`src/rtl/fifo_pkg.sv`:
```
// Shared helpers for the ring FIFO: pointer wrap and the count/pointer width functions.
package fifo_pkg;

  function automatic int cw_of(input int n);
    return $clog2(n + 1);
  endfunction

  function automatic int pw_of(input int n);
    int w;
    w = $clog2(n);
    return (w < 1) ? 1 : w;
  endfunction

  // Explicit compare-and-wrap, so a depth that is not a power of two needs no modulo.
  function automatic int ptr_next(input int ptr, input int depth);
    return (ptr == depth - 1) ? 0 : ptr + 1;
  endfunction

endpackage

```
`src/rtl/fifo_ring_mem.sv`:
```
// N x M ring storage: one synchronous write port, one asynchronous read port.
module fifo_ring_mem #(
  parameter int N  = 4,
  parameter int M  = 2,
  parameter int PW = 2
) (
  input  logic          clk,
  input  logic          we,
  input  logic [PW-1:0] waddr,
  input  logic [M-1:0]  wdata,
  input  logic [PW-1:0] raddr,
  output logic [M-1:0]  rdata
);

  logic [M-1:0] mem [N];

  always_ff @(posedge clk) begin
    if (we) mem[waddr] <= wdata;
  end

  // Asynchronous read gives first-word fall-through at the top level.
  assign rdata = mem[raddr];

endmodule

```
`src/rtl/fifo_ring.sv`:
```
// Circular-buffer FIFO with first-word fall-through, occupancy count and almost-full.
// Optional sticky overflow/underflow flags are built when FIFO_RING_ERR_FLAGS_EN is defined.
module fifo_ring
  import fifo_pkg::*;
#(
  parameter int N  = 4,
  parameter int M  = 2,
  parameter int AF = N - 1
) (
  input  logic                clk,
  input  logic                reset,
  input  logic [M-1:0]        in,
  input  logic                push,
  input  logic                pop,
  input  logic                err_clr,
  output logic [M-1:0]        out,
  output logic                full,
  output logic                empty,
  output logic                almost_full,
  output logic [cw_of(N)-1:0] count,
  output logic                overflow,
  output logic                underflow
);

  localparam int CW = cw_of(N);
  localparam int PW = pw_of(N);

  logic [PW-1:0] wr_ptr;
  logic [PW-1:0] rd_ptr;
  logic [CW-1:0] cnt;
  logic [M-1:0]  head;
  logic          is_full;
  logic          is_empty;
  logic          do_push;
  logic          do_pop;

  assign is_full  = (cnt == CW'(N));
  assign is_empty = (cnt == '0);

  // A pop on a full FIFO frees the slot the simultaneous push needs.
  assign do_push = push && (!is_full || pop);
  assign do_pop  = pop && !is_empty;

  always_ff @(posedge clk or negedge reset) begin
    if (!reset) begin
      wr_ptr <= '0;
      rd_ptr <= '0;
      cnt    <= '0;
    end else begin
      if (do_push) wr_ptr <= PW'(ptr_next(int'(wr_ptr), N));
      if (do_pop)  rd_ptr <= PW'(ptr_next(int'(rd_ptr), N));
      case ({do_push, do_pop})
        2'b10:   cnt <= cnt + 1'b1;
        2'b01:   cnt <= cnt - 1'b1;
        default: cnt <= cnt;
      endcase
    end
  end

  fifo_ring_mem #(
    .N (N),
    .M (M),
    .PW(PW)
  ) u_mem (
    .clk  (clk),
    .we   (do_push),
    .waddr(wr_ptr),
    .wdata(in),
    .raddr(rd_ptr),
    .rdata(head)
  );

  assign out         = is_empty ? '0 : head;
  assign full        = is_full;
  assign empty       = is_empty;
  assign almost_full = (cnt >= CW'(AF));
  assign count       = cnt;

`ifdef FIFO_RING_ERR_FLAGS_EN
  logic ovf_flag;
  logic unf_flag;
  logic ovf_set;
  logic unf_set;

  assign ovf_set = push && is_full && !pop;
  assign unf_set = pop && is_empty;

  // A new error in the same cycle as err_clr keeps the flag set.
  always_ff @(posedge clk or negedge reset) begin
    if (!reset) begin
      ovf_flag <= 1'b0;
      unf_flag <= 1'b0;
    end else begin
      if (ovf_set)      ovf_flag <= 1'b1;
      else if (err_clr) ovf_flag <= 1'b0;
      if (unf_set)      unf_flag <= 1'b1;
      else if (err_clr) unf_flag <= 1'b0;
    end
  end

  assign overflow  = ovf_flag;
  assign underflow = unf_flag;
`else
  logic unused_err_clr;
  assign unused_err_clr = err_clr;
  assign overflow       = 1'b0;
  assign underflow      = 1'b0;
`endif

endmodule

```
`config.mk`:
```
export PLATFORM = sky130hd
export DESIGN_NAME = fifo_ring
export DESIGN_NICKNAME = d
export VERILOG_FILES = /design/src/rtl/fifo_pkg.sv /design/src/rtl/fifo_ring_mem.sv /design/src/rtl/fifo_ring.sv
export SDC_FILE = /design/constraint.sdc
export NUM_CORES = 1
export LEC_CHECK = 0
export CAP_MARGIN = 15
export CORE_MARGIN = 2
export CORE_UTILIZATION = 31
export CTS_CLUSTER_DIAMETER = 150
export DETAILED_ROUTE_END_ITERATION = 8
export SLEW_MARGIN = 20
export SYNTH_ARGS = -nofsm -noshare
export SYNTH_HDL_FRONTEND = slang
export SYNTH_HIERARCHICAL = 1
export SYNTH_SLANG_ARGS = --single-unit
```
`constraint.sdc`:
```
create_clock -name clk -period 2 [get_ports clk]
set_input_delay 0.4 -clock clk [delete_from_list [all_inputs] [get_ports clk]]
set_output_delay 0.4 -clock clk [all_outputs]
set_load 0.01 [all_outputs]
```
Word-level counts from Yosys, hierarchy flattened --
Memory sizes are Yosys's and may differ from the RTL's. Index checks and enable logic that the tools add are counted.
Word-level totals: bits in registers 7, RAM bits 8, output and inout bits 10, logic and storage cells 27, memories 1
Cells by class: add/sub/neg operators 4, magnitude comparators 1, eq/ne operators 5, muxes and demuxes 6, reduce and logical (&&, ||, !) cells 7
Memories:
- u_mem.mem | depth 4, width 2, read ports 1, clocked after Yosys merged registers in 0, wr ports 1, line fifo_ring_mem.sv:15 | logic [M-1:0] mem [N];
Operator list (number):
- == test 2 x 1 -> 1 bit (second input constant) | 3
- 2-to-1 mux 2 bit | 3
- one-hot mux 3 bit (2 select lines) | 1
- adder 2 x 1 -> 2 bit (second input constant) | 2
- adder 3 x 1 -> 3 bit (second input constant) | 1
- == test 3 bit (second input constant) | 1
- >= comparator 3 x 2 -> 1 bit (second input constant) | 1
- zero test 3 bit | 1
- subtractor 3 x 1 -> 3 bit (second input constant) | 1
- == test 2 bit (second input constant) | 1
- logical AND 1 bit | 2
- zero test 1 bit | 2
- 2-to-1 mux 1 bit | 2
- nonzero test 2 bit | 1
- logical OR 1 bit | 1

Logic depth before layout (Yosys ltp) --
word-level depth 6, gate-level depth with buffers 8

Hierarchy --
The synthesis kept the hierarchy.
Modules (own cells, without submodules):
- fifo_ring | times used 1, cells an instance 37, area each 439.2 um2
- fifo_ring_mem | times used 1, cells an instance 14, area each 324.1 um2

Worst setup path before layout --
No wires, ideal clock.
path kind reg2reg, from register cnt[0], in the netlist count[0], to register cnt[2], in the netlist count[2], setup time 0.080 ns, arrival time 1.967 ns, path slack -0.047 ns, stages on the path, launching flop included 8, path buffers 0, period minus slack after synthesis 2.047 ns, cells stage by stage dfrtp_1 -> o41ai_4 -> ha_1 -> inv_1 -> fa_1 -> xor2_1 -> nor2_1 -> xnor2_1
Between the ends: cells in the longest elaborated chain, start to end 6, elaborated cells between the ends (all ways) 13, classes of those cells add/sub (2); eq/ne (3); mux (1); reduce/logical (7)
RTL lines:
- from (decl) | line fifo_ring.sv:30 | logic [CW-1:0] cnt;
- from (signal assigned) | line fifo_ring.sv:53 | 2'b10: cnt <= cnt + 1'b1;
- from (signal assigned) | line fifo_ring.sv:54 | 2'b01: cnt <= cnt - 1'b1;
- from (signal assigned) | line fifo_ring.sv:55 | default: cnt <= cnt;
- == test 3 bit | line fifo_ring.sv:37 | assign is_full = (cnt == CW'(N));
- zero test 1 bit | line fifo_ring.sv:41 | assign do_push = push && (!is_full || pop);
- logical OR 1 bit | line fifo_ring.sv:41
- logical AND 1 bit | line fifo_ring.sv:41
- == test 2 x 1 -> 1 bit or == test 2 bit (tied branches) | line fifo_ring.sv:52 | case ({do_push, do_pop})
- one-hot mux 3 bit (2 select lines) or nonzero test 2 bit (tied branches)
Parallel ways exist; a longest one is shown, timed or not. A chain may end at the register's enable or synchronous reset.

Worst setup path after layout --
from register cnt[1], in the netlist count[1], to register cnt[2], in the netlist count[2]
Same word-level chain as after synthesis.

==> flow_results.org <==
** Die
- Core Rows :: 17
- The total area inside the core boundary comes to 0.00228 mm2.
- The initial utilization of the core area, before any placement, comes to 33.5%.
- Die X-Extent :: 53.6 um
- 17 I/O pins were placed.
- Die H :: 53.6 um
- Die ar. :: 0.00288 mm2

** STA
- After layout, the worst setup slack is 0.0759 ns.
- Setup TNS Final :: 0 ns
- The number of hold violations in the final report came to 0.
- Final hold analysis gives a worst-case slack of 0.385 ns.
- Finish-stage setup viols :: 0
- Layout Skew :: 0.00281 ns
- Derived from the worst setup path, the maximum achievable clock frequency is 520 MHz.
- Clock period minus worst slack :: 1.92 ns
- RSZ-0062 raised after global routing :: true
- Dividing the final minimum period by the clock period gives 96.2%.
- The final number of max-transition violations was 0.

** Cells and area
- Layout area overhead :: 35.4%
- Fin cells :: 107
- Util after Layout :: 45.4%
- At the end of the flow, the number of nets in the layout was 91.
- Of the cells placed in the final design, the portion with a size suffix greater than 1 is 35.4%.
- The filler cells instantiated in the layout total 211.
- The number of antenna diodes in the final layout is 0.
- Summing all non-filler instances in the final layout gives an area of 0.00103 mm2.

** GRT
- The number of global-route vias before repair is 495.
- For this run the aggregate overflow at the end of global routing stands at 0.
- The number of antenna violations at the first check in global routing came to 0.
- In the global route stage, met2 resource usage came out at 19.3%.
- GRT busiest layer :: met2
- The first global-routing pass estimated 2280 um of wire.
- For met3 alone, demand over resource in global routing was 2.78%.
- Entering global routing, the biggest net connects 9 pins.
- Global Route met1 Usage :: 13.9%
- GRT Util Overall :: 11.6%

** Route
- Before antenna repair, the detailed router went through 2 iterations.
- Overall via count from detail_route :: 458
- The count of nets left with antenna violations once routing finished came out at 0.
- In the final routed layout, each cell accounts on average for 12.5 um.
- Total Wirelength :: 1340 um
- In the routed layout, each cell is associated on average with a via count of 4.28.
- Violation count after the first detailed-routing iteration :: 2
- DRC violations left :: 0

** Power and ir drop
- Combinational logic is responsible for 52.6% of the overall power.
- Registers are responsible for 36.2% of the overall power.
- Internal Dissipation :: 0.986 mW
- The design draws 1.50 mW.
- Leakage power :: 0.461 nW
- Power spread over the standard cell area amounts to 1450 mW/mm2.
- IR analysis of the VDD net gives a maximum drop of 0.000690 V.
- Total net switching power :: 0.516 mW
- The clock network burns 11.2% of the power.
- In this run switching power makes up 34.4% of total power.

** Critical path
- Critical Path AT :: 2.13 ns
- R2R Setup Slk :: 0.08 ns
- Endpoint class of the critical path :: flop
- Peak per-stage delay on the critical path :: 0.45 ns
- Slowest cell on crit path :: dfrtp_2
- STA puts the critical path data required time at 2.21 ns.
- STA classifies the critical path startpoint as a flop.
- Measured in cells, the most critical reg-to-reg path has a length of 7.
- Launch instance of the worst register-to-register path :: count[1]
- The endpoint identified for the worst register-to-register timing path is count[2].
- Walking the worst path, the cells encountered are o41ai_4 > ha_2 > inv_1 > fa_2 > xor2_1 > nor2_1 > xnor2_1.
- The critical path is of the flop to flop type.
- Peak fanout along the critical path :: 4

** Outcome
- The flow ran to the end, and the final reports show no timing, DRC or antenna violations.

** Placement
- Hpwl dp :: 1010 um
- Area after detailed placement :: 947 um2
- In this run the tool buffered the top-level ports with 13 buffer cells.
- Routability-driven placement congestion ratio :: 0.688
- Placed cells :: 94
- Before CTS, the worst setup slack after placement is -0.407 ns.

** Clocking
- Skew-Pair Late Insertion Delay :: 0.27 ns
- Clk sinks :: 15
- Register clock-pin slew on the reported worst setup and hold paths :: 0.09 ns
- In this run the number of H-tree levels came out at 1.
- TritonCTS built the clock tree.
- The clock passes through at most 2 buffers.
- Number of CTS-inserted buffers :: 3
- Clock root cell :: clkbuf_4

** Synthesis
- The Yosys step of the flow raised 6 warnings.
- Number of instances in the synthesized netlist :: 51
- Of the synthesized area, sequential elements account for 54.4%.
- Counting flops and latches in the post-synthesis netlist gives 15.
- In this run the mean area of a mapped cell was 15.0 um2.
- Count of cell types in the netlist :: 23
- Synthesized cell area :: 763 um2

** Flow run
- Number of maximum-capacitance constraint violations :: 0

** Hold path
- Hold WC Path Type :: input port to asynchronous set/reset pin
-- worst max-delay path by stage --
stage / start / endpoint / slack [ns] / cells after the start
detailed placement: pop / count[2] / -0.41 / 8
CTS: count[2] / count[2] / 0.004 / 8
global placement: pop / count[2] / -0.38 / 8
global route: count[1] / count[2] / -0.03 / 7
floorplan: count[1] / count[2] / 0.03 / 7
finish: count[1] / count[2] / 0.08 / 7
-- critical path, delay by kind of cell, from the launching register on --
family / cells / cell delay, ns
simple gates: 1 / 0.12
fa+ha+maj: 2 / 0.58
buf+inv: 1 / 0.05
flops: 1 / 0.45
xor+xnor: 2 / 0.28
compound gates: 1 / 0.38
-- power by group through the flow --
stage | clock network, mW | registers [mW] | logic (mW)
finish | 0.168 | 0.544 | 0.791
global route | 0.187 | 0.565 | 0.878
CTS | 0.173 | 0.542 | 0.801
detailed placement | 0 | 0.578 | 0.680
global placement | 0 | 0.566 | 0.654
floorplan | 0 | 0.559 | 0.400
-- routing by layer --
metal,vias up,wire (um)
met2,9,683
met3,2,58
met1,215,589
met4,0,8
li1,232,-
met5,-,0
-- cell usage after synthesis --
| master | number | area (um2) |
|---|---|---|
| mux2_1 | 2 | 22.5 |
| o21ai_0 | 1 | 5.00 |
| edfxtp_1 | 8 | 240 |
| nor3_2 | 1 | 10.0 |
| buf_4 | 2 | 15.0 |
| and3_1 | 1 | 6.26 |
| o41ai_4 | 1 | 27.5 |
| nor3b_1 | 1 | 7.51 |
| and3b_1 | 2 | 17.5 |
| nor2b_1 | 2 | 12.5 |
| nor2_1 | 3 | 11.3 |
| nor3_1 | 1 | 5.00 |
| conb_1 | 1 | 3.75 |
| dfrtp_1 | 7 | 175 |
| inv_1 | 5 | 18.8 |
| ha_1 | 3 | 37.5 |
| mux2i_1 | 1 | 10.0 |
| xor2_1 | 1 | 8.76 |
| mux2_4 | 2 | 30.0 |
| fa_1 | 1 | 20.0 |
| mux4_1 | 2 | 52.6 |
| nor2b_2 | 1 | 8.76 |
| xnor2_1 | 2 | 17.5 |
-- cell type report --
class / count / area, um2 / area share, %
clock buffer: 4 / 26.3 / 2.54
sequential: 15 / 418 / 40.4
timing repair buffer: 25 / 214 / 20.7
multi-input combinational: 30 / 322 / 31.1
inverter: 5 / 18.8 / 1.82
tap: 28 / 35.0 / 3.39
-- logic make-up after synthesis --
logic type	share of synthesized area, %
AND/OR/NAND/NOR	10.3
AO/OA/AOI/OAI	4.26
buffers and inverters	4.43
other	0.491
XOR/XNOR	3.44
flip-flops	54.4
multiplexers	15.1
adder cells (fa/ha/maj)	7.54
-- placed cells by master (no fill, tap or decap), types with 3 or more instances in the layout --
cell / synthesis / layout
buf_4: 2 / 12
clkbuf_4: 0 / 3
clkdlybuf4s50_1: 0 / 8
dfrtp_1: 7 / 5
edfxtp_1: 8 / 8
inv_1: 5 / 5
nor2_1: 3 / 3
-- repair_timing --
item                                    CTS  global route
setup buffers                             8             1
pin swaps                                 3             3
gates resized for setup                  10             4
hold buffers                              0             0
endpoints found under the setup margin    5             4
-- flip-flops by register name, indices dropped and copies added, names as in the netlist --
name / flops
u_mem/mem: 8
wr_ptr: 2
count: 3
rd_ptr: 2
No activity file was read; power rests on OpenSTA's default activity.
